**config.mk**
```make
export PLATFORM = sky130hd
export DESIGN_NAME = data_memory_bus
export DESIGN_NICKNAME = d
export VERILOG_FILES = /design/src/rtl/dmem_pkg.sv /design/src/rtl/dmem_lane_unit.sv /design/src/rtl/data_memory_bus.sv
export SDC_FILE = /design/constraint.sdc
export NUM_CORES = 2
export LEC_CHECK = 0
export CORE_AREA = 2 2 436 438
export CTS_CLUSTER_DIAMETER = 150
export DETAILED_ROUTE_END_ITERATION = 10
export DIE_AREA = 0 0 438 440
export SYNTH_ARGS = -nofsm -noshare
export SYNTH_HDL_FRONTEND = slang
export SYNTH_SLANG_ARGS = --single-unit
```
**constraint.sdc**
```tcl
create_clock -name clk -period 12.17 [get_ports clk]
set_input_delay 2.434 -clock clk [delete_from_list [all_inputs] [get_ports clk]]
set_output_delay 2.434 -clock clk [all_outputs]
set_load 0.05 [all_outputs]
```
**src/rtl/dmem_pkg.sv**
```systemverilog
// dmem_pkg: access sizes, FSM states and wait-state limit shared by data_memory_bus.
package dmem_pkg;

    typedef enum logic [1:0] {SZ_BYTE, SZ_HALF, SZ_WORD, SZ_RSVD} size_t;

    typedef enum logic [1:0] {IDLE, WAIT, RESP} state_t;

    localparam int WAIT_MAX = 15;

endpackage

```
**src/rtl/dmem_lane_unit.sv**
```systemverilog
// dmem_lane_unit: byte-lane steering for stores and lane extraction/extension for loads.
module dmem_lane_unit
    import dmem_pkg::*;
(
    input  size_t       size,
    input  logic [1:0]  addr,
    input  logic [31:0] wdata,
    input  logic [31:0] rdata,
    input  logic        uns,
    output logic [3:0]  be,
    output logic [31:0] wword,
    output logic [31:0] ldata,
    output logic        misalign
);

    logic [1:0]  lane;
    logic [31:0] sh;

    // Low address bits below the access size are dropped; misalign reports whether they were set.
    always_comb begin
        lane     = size == SZ_BYTE ? addr : size == SZ_HALF ? {addr[1], 1'b0} : 2'b00;
        misalign = (size == SZ_HALF && addr[0]) || (size == SZ_WORD && addr != 2'b00);
        be       = size == SZ_BYTE ? 4'b0001 << lane :
                   size == SZ_HALF ? (lane[1] ? 4'b1100 : 4'b0011) :
                   size == SZ_WORD ? 4'b1111 : 4'b0000;
        wword    = wdata << {lane, 3'b000};
        sh       = rdata >> {lane, 3'b000};
        ldata    = size == SZ_BYTE ? {{24{~uns & sh[7]}}, sh[7:0]} :
                   size == SZ_HALF ? {{16{~uns & sh[15]}}, sh[15:0]} :
                   size == SZ_WORD ? rdata : 32'd0;
    end

endmodule

```
**src/rtl/data_memory_bus.sv**
```systemverilog
// data_memory_bus: handshaked byte/half/word data memory with WAIT_CYCLES wait states.
// Define DMEM_ALIGN_CHECK_EN to flag misaligned half/word accesses instead of truncating the address.
module data_memory_bus
    import dmem_pkg::*;
#(
    parameter int ADDR_W      = 8,
    parameter int WAIT_CYCLES = 0
) (
    input  logic              clk,
    input  logic              rst_n,
    input  logic              req_valid,
    output logic              req_ready,
    input  logic              req_write,
    input  logic [1:0]        req_size,
    input  logic              req_unsigned,
    input  logic [ADDR_W-1:0] req_addr,
    input  logic [31:0]       req_wdata,
    output logic              rsp_valid,
    output logic [31:0]       rsp_rdata,
    output logic              rsp_err
);

    localparam int         DEPTH    = 2 ** (ADDR_W - 2);
    localparam int         WAITS    = WAIT_CYCLES > WAIT_MAX ? WAIT_MAX : WAIT_CYCLES;
    localparam logic [3:0] CNT_INIT = WAITS > 0 ? 4'(WAITS - 1) : 4'd0;
`ifdef DMEM_ALIGN_CHECK_EN
    localparam logic ALIGN_EN = 1'b1;
`else
    localparam logic ALIGN_EN = 1'b0;
`endif

    state_t              state, state_d;
    logic [3:0]          cnt;
    logic                q_write, q_unsigned;
    size_t               q_size;
    logic [ADDR_W-1:0]   q_addr;
    logic [31:0]         q_wdata;
    logic                c_write, c_unsigned;
    size_t               c_size;
    logic [ADDR_W-1:0]   c_addr;
    logic [31:0]         c_wdata;
    logic                accept, commit, err, misalign;
    logic [3:0]          be;
    logic [31:0]         wword, ldata, rword;
    logic [31:0]         mem [DEPTH];

    assign req_ready = state == IDLE;
    assign rsp_valid = state == RESP;

    // With no wait states the commit happens on the accept edge, so the live request is used directly.
    always_comb begin
        accept     = req_valid && state == IDLE;
        c_write    = accept ? req_write : q_write;
        c_unsigned = accept ? req_unsigned : q_unsigned;
        c_size     = accept ? size_t'(req_size) : q_size;
        c_addr     = accept ? req_addr : q_addr;
        c_wdata    = accept ? req_wdata : q_wdata;
        commit     = (accept && WAITS == 0) || (state == WAIT && cnt == 4'd0);
        err        = c_size == SZ_RSVD || (ALIGN_EN && misalign);
        rword      = mem[c_addr[ADDR_W-1:2]];
        state_d    = state == RESP ? IDLE : commit ? RESP : accept ? WAIT : state;
    end

    dmem_lane_unit u_lane (
        .size     (c_size),
        .addr     (c_addr[1:0]),
        .wdata    (c_wdata),
        .rdata    (rword),
        .uns      (c_unsigned),
        .be       (be),
        .wword    (wword),
        .ldata    (ldata),
        .misalign (misalign)
    );

    always_ff @(posedge clk or negedge rst_n) begin
        if (!rst_n) begin
            state      <= IDLE;
            cnt        <= 4'd0;
            q_write    <= 1'b0;
            q_unsigned <= 1'b0;
            q_size     <= SZ_BYTE;
            q_addr     <= '0;
            q_wdata    <= 32'd0;
            rsp_rdata  <= 32'd0;
            rsp_err    <= 1'b0;
        end else begin
            state <= state_d;
            if (accept) begin
                q_write    <= req_write;
                q_unsigned <= req_unsigned;
                q_size     <= size_t'(req_size);
                q_addr     <= req_addr;
                q_wdata    <= req_wdata;
                cnt        <= CNT_INIT;
            end else if (state == WAIT && cnt != 4'd0) begin
                cnt <= cnt - 4'd1;
            end
            if (commit) begin
                rsp_err   <= err;
                rsp_rdata <= (err || c_write) ? 32'd0 : ldata;
            end
        end
    end

    // Storage is deliberately outside the reset domain so contents survive rst_n.
    always_ff @(posedge clk) begin
        if (rst_n && commit && c_write && !err)
            for (int b = 0; b < 4; b++)
                if (be[b]) mem[c_addr[ADDR_W-1:2]][8*b +: 8] <= wword[8*b +: 8];
    end

endmodule

```
* Word level (Yosys, flattened, before mapping)
Memory sizes are Yosys's and may differ from the RTL's.
Cells that the tools add are included.
** Word-level totals
- Output and inout port bits :: 35
- Register bits :: 83
- Memories kept :: 1
- RAM bits :: 2048
- Input bits :: 47
** Memories
- mem :: words 64, width 32, rd ports 1, clocked after Yosys merged registers in 0, wr ports 1, RTL line data_memory_bus.sv:45 : logic [31:0] mem [DEPTH];
** Cells by class
- Reduce and logical (&&, ||, !) cells :: 15
- $add $sub $neg :: 1
- Mux-type cells :: 32
- Bitwise logic cells :: 3
- Shift operators :: 3
- Eq/ne operators :: 5
** Operator list (count)
- $mux 32 :: 5
- $shl 32x5->32 :: 1
- $shr 32x5->16 :: 1
- $mux 4 :: 6
- $mux 1 :: 14
- $mux 2 :: 6
- $mux 8 :: 1
- $eq 2x2->1 const B :: 3
- $logic_and 1x1->1 :: 6
- $eq 2x1->1 const B :: 2
- $logic_not 2->1 :: 2
- $logic_not 4->1 :: 1
- $reduce_bool 4->1 :: 1
- $shl 1x2->4 const A :: 1
- $sub 4x1->4 const B :: 1
- $reduce_bool 3->1 :: 1
- $and 1x1->1 :: 2
- $logic_or 1x1->1 :: 2
- $reduce_bool 2->1 :: 1
- $logic_not 1->1 :: 1
- $not 1->1 :: 1

* Longest topological paths before layout
- Depth in word-level cells :: 12
- Mapped depth :: 19
- Gate-level depth less buffers :: 11

* Modules after synthesis
A second synthesis with hierarchy kept.
** Unflattened totals
- Cell total of the unflattened synthesis :: 6505
- Area total of the unflattened synthesis :: 94956.1 um2
** By module, submodules not included
- data_memory_bus :: cells each 6271, area an instance 93419.6 um2, instances 1, sequential area each 63576.0 um2
- dmem_lane_unit :: cells each 234, area an instance 1536.5 um2, instances 1, sequential area each 0.0 um2

* Worst setup path before layout
No wires, ideal clock.
- Kind :: in2reg
- Start point :: input req_valid
- End point :: memory mem[0][22], data pin
- Buffers on the path :: 2
- Cell stages on the path :: 8
- Library setup time :: 702 ps
- Required time :: 11468 ps
- Arrival time :: 7163 ps
- Path slack :: 4306 ps
- Path through :: nor3b_2 > clkbuf_1 > mux2i_1 > inv_1 > nor2_1 > clkbuf_1 > o21ai_0 > o21ai_0
** On the way
- Longest elaborated chain between the ends :: 6
** Ends and longest elaborated chain
- start: declaration :: RTL line data_memory_bus.sv:11 : input logic req_valid,
- $logic_and 1x1->1 (*) :: RTL line data_memory_bus.sv:52 : accept = req_valid && state == IDLE;
- $mux 2
- $eq 2x1->1 :: RTL line dmem_lane_unit.sv:21 : lane = size == SZ_BYTE ? addr : size == SZ_HALF ? {addr[1], 1'b0} : 2'b00;
- $mux 2 (2 in series) :: RTL line dmem_lane_unit.sv:21
- $shl 32x5->32 (*) :: RTL line dmem_lane_unit.sv:26 : wword = wdata << {lane, 3'b000};
- via u_lane.wword[22] :: RTL line dmem_lane_unit.sv:11 : output logic [31:0] wword,
- end: declaration :: RTL line data_memory_bus.sv:45
Mark *: on every way through the listed nets, which the timed path passes. The rest lies on a longest branch.

* Worst setup path after layout
- Start point :: input req_valid
- End point :: register rsp_rdata[30]
** On the way
- Longest elaborated chain between the ends :: 10
** Ends and longest elaborated chain
- $logic_and 1x1->1 (*) :: RTL line data_memory_bus.sv:52
- parallel branches: the longest is 9 deep, another holds $mem_v2 64x32
- end signal: assignment :: RTL line data_memory_bus.sv:101 : rsp_rdata <= (err || c_write) ? 32'd0 : ldata;
- end: declaration :: RTL line data_memory_bus.sv:19 : output logic [31:0] rsp_rdata,
Mark *: on every way between the ends.
A chain may end at the register's enable or synchronous reset.

==> flow_summary_export.csv <==
group,metric,value,unit
status,status,"complete, no violations",
synthesis,synthesis.nets,4945,
placement,dp_cells,7402,
critical_path,max_stage_delay,1.08,ns
critical_path,end_kind,"flip-flop",
synthesis,syn_area,80300,um2
critical_path,critPathKind,"input pin to flip-flop",
synthesis,synth_edf_count,2048,
synthesis,synth_compound_area_frac,0.118,
critical_path,r2r-start,"state[0]",
final_layout,final_nets,5143,
die,row_count,160,
run,cap_violations,0,
critical_path,path_delay_family,"simple AND/OR/NAND/NOR gates",
synthesis,ys.flop_type,"edfxtp_1",
min_path,hold_path.startpoint,"q_wdata[24]",
detailed_routing,dr.first_iter.drc_count,6404,
timing,finClkSkew,0.0248,ns
clock_network,cts_setup_buffers,0,
clock_network,cts-resized-gates,0,
grt,grt_pass1_wl,343000,um
synthesis,yosysWarnings,0,
min_path,hold_path_depth,2,
synthesis,yosysUniqueCellTypes,73,
grt,grt_pass1_vias,47025,
min_path,hold_class,"flip-flop to flip-flop",
timing,finalSetupTns,0,ns
synthesis,avgSynthCellArea,16.4,um2
clock_network,cts_max_path_buffers,3,
grt,overflow,0,
critical_path,crit_buf_inv,3,
detailed_routing,viasPerCell,6.27,
clock_network,cts.clk_slew.worst_paths,0.06,ns
clock_network,ctsHoldBuffers,0,
critical_path,path_max_fanout,75,
pwr,pwr_density_cell,188,nW/um2
synthesis,synthCells,4896,
critical_path,rrSetupSlack,5.93,ns
die,core_area,189000,um2
timing,relSlewSlack,0.104,
critical_path,reg2reg_depth,12,
critical_path,cp.required,12.92,ns
synthesis,synth_simple_gate_area_frac,0.0555,
grt,track_usage,0.243,
synthesis,ys_ff_latch,2131,
final_layout,final.fill_count,15771,
synthesis,ys_seq_area_frac,0.792,
clock_network,cts_max_level,4,
synthesis,synth-adder-area-share,0.000312,
clock_network,clk_latency,0.86,ns
timing,finalMaxSlewViolations,0,
timing,period_share,0.644,
synthesis,synth_xor_area_frac,0.000327,
die,die_w,438,um
clock_network,numCtsBuffers,201,
pwr,p_leak,28.9,nW
clock_network,root_buffer,"clkbuf_16",
die,io_pins,82,
grt,grt_max_degree,113,
timing,setup_violations,0,
timing,worst_pin_slew,1.33,ns
synthesis,ys_async_sr_fraction,0.0389,
detailed_routing,wl_met1,97000,um
clock_network,clock_sinks,2131,
die,dieArea,193000,um2
timing,setup_ws,4.33,ns
placement,io_buffers,81,
final_layout,final_util,0.489,
synthesis,synth_top_family_by_area,"compound AO/OA/AOI/OAI gates",
critical_path,cp-start-kind,"input pin",
placement,dp_slack,3.64,ns
detailed_routing,vias,48735,
clock_network,cts_tree,"built",
detailed_routing,met3_length,22800,um
placement,dp_hpwl,138000,um
detailed_routing,top_layer_used,"met5",
final_layout,area_growth,14.8,%
timing,fmax,128,MHz
final_layout,final_cells,7778,
critical_path,rr_endpoint,"rsp_rdata[30]",
critical_path,critPathSlowestCell,"a2111oi_4",
detailed_routing,drc,0,
critical_path,path_cells,"clkdlybuf4s50_1 > or3b_4 > buf_4 > mux2_8 > buf_4 > o22ai_1 > nor2_1 > a21oi_1 > nor4_1 > nand3_1 > a2111oi_4 > nor2_1 > o31ai_2",
detailed_routing,finalWirelength,238000,um
final_layout,drive_gt1_frac,0.136,
detailed_routing,routed-wl-met2,110000,um
synthesis,muxShareOfSynthArea,0.0123,
placement,place.gp.congestion,0.852,
timing,rsz0062_at_grt,"false",
critical_path,cp.arrival,8.59,ns
die,die_y,440,um
grt,antenna_found_initial,6,
detailed_routing,dr.pass1.iters,6,
die,start_util,0.426,
timing,finalCriticalPeriod,7.84,ns
detailed_routing,ant_nets,0,
min_path,min_to,"q_wdata[24]",
pwr,p_total,0.0173,W
timing,hold_viol,0,
pwr,vdd_drop_max,167,uV
detailed_routing,avgRoutedWirePerCell,30.6,um
==> kinds of logic after synthesis <==
logic type               count (synthesis)
flip-flops                            2131
AO/OA/AOI/OAI                         1338
AND/OR/NAND/NOR                        948
buffers and inverters                  393
multiplexers                            81
XOR/XNOR                                 3
adder cells (fa/ha/maj)                  2
==> worst max-delay path by stage <==
| stage | start | endpoint | cells past startpoint |
|---|---|---|---|
| 2_1_floorplan | req_valid | mem[0][22] | 8 |
| 3_3_place_gp | req_valid | rsp_rdata[30] | 13 |
| 3_5_place_dp | req_valid | rsp_rdata[30] | 13 |
| 4_1_cts | req_valid | rsp_rdata[30] | 13 |
| 5_1_grt | req_valid | rsp_rdata[30] | 13 |
| 6_report | req_valid | rsp_rdata[30] | 13 |
==> state kept, by name, summed over array words and instances (netlist names) <==
signal and cells:
mem 2048, q_wdata 32, rsp_rdata 32, q_addr 8, cnt 4, q_size 2
state 2, q_unsigned 1, q_write 1, rsp_err 1
==> through the flow <==
step	hold WS [ns]	cell area (um2)
floorplan	0.441	80300
global placement	0.463	85500
detailed placement	0.466	85500
CTS	0.476	92100
global route	0.499	92100
finish	0.477	92100
==> worst min-delay path, stage by stage (launching register included) <==
cell	delay [ns]
dfrtp_1	0.32
nand2_1	0.04
nand2_1	0.08
==> cells in the final DEF, fill, tap and decap left out, drive strengths merged, types with 31 or more instances in the layout <==
cell	instances
nor2	208
o221ai	225
o21ai	83
nor4	31
nor3	370
dfrtp	83
clkinv	81
buf	284
o22a	166
nand2	217
edfxtp	2048
a21oi	80
o22ai	676
mux2i	57
clkdlybuf4s50	80
clkbuf	253
==> cell usage after synthesis, types with 16 or more instances <==
cell      instances  area [um2]
mux2i_1          49         490
edfxtp_1       2048       61500
nand2b_1         16         100
buf_4            17         128
buf_1            43         161
a211oi_1         22         165
nand3_1          24         120
a21oi_1          78         390
dfrtp_1          83        2080
inv_1            22        82.6
or4_1            21         158
nor4_1           30         188
nand2_1         217         815
nor2_1          207         777
nor3_1          370        1850
buf_2           123         616
o22a_1          166        1450
o221ai_1        224        1960
mux2_2           18         203
o31ai_2          20         250
o22ai_1         676        4230
o21ai_0          76         380
clkbuf_1        178         668
==> where the power goes <==
part | internal [W] | total, W | switching [W]
clock | 0.00361 | 0.00633 | 0.00271
combinational | 0.000558 | 0.00241 | 0.00185
sequential | 0.00852 | 0.00856 | 0.0000469
==> final cells by class <==
class	instances	area, um2	share of cell area
timing repair buffer	364	3130	0.0340
antenna	5	12.5	0.000136
multi-input combinational	2372	15600	0.169
inverter	24	90.1	0.000978
clock buffer	253	5330	0.0578
sequential	2131	63600	0.690
tap	2511	3140	0.0341
clock inverter	118	1280	0.0139
==> routing by layer <==
layer	track usage	vias to the layer above
met5	0	-
met4	0.0781	4
met3	0.0469	376
met2	0.380	2727
met1	0.344	25088
li1	-	20540
Note: power is estimated with default switching activity, not from simulation.
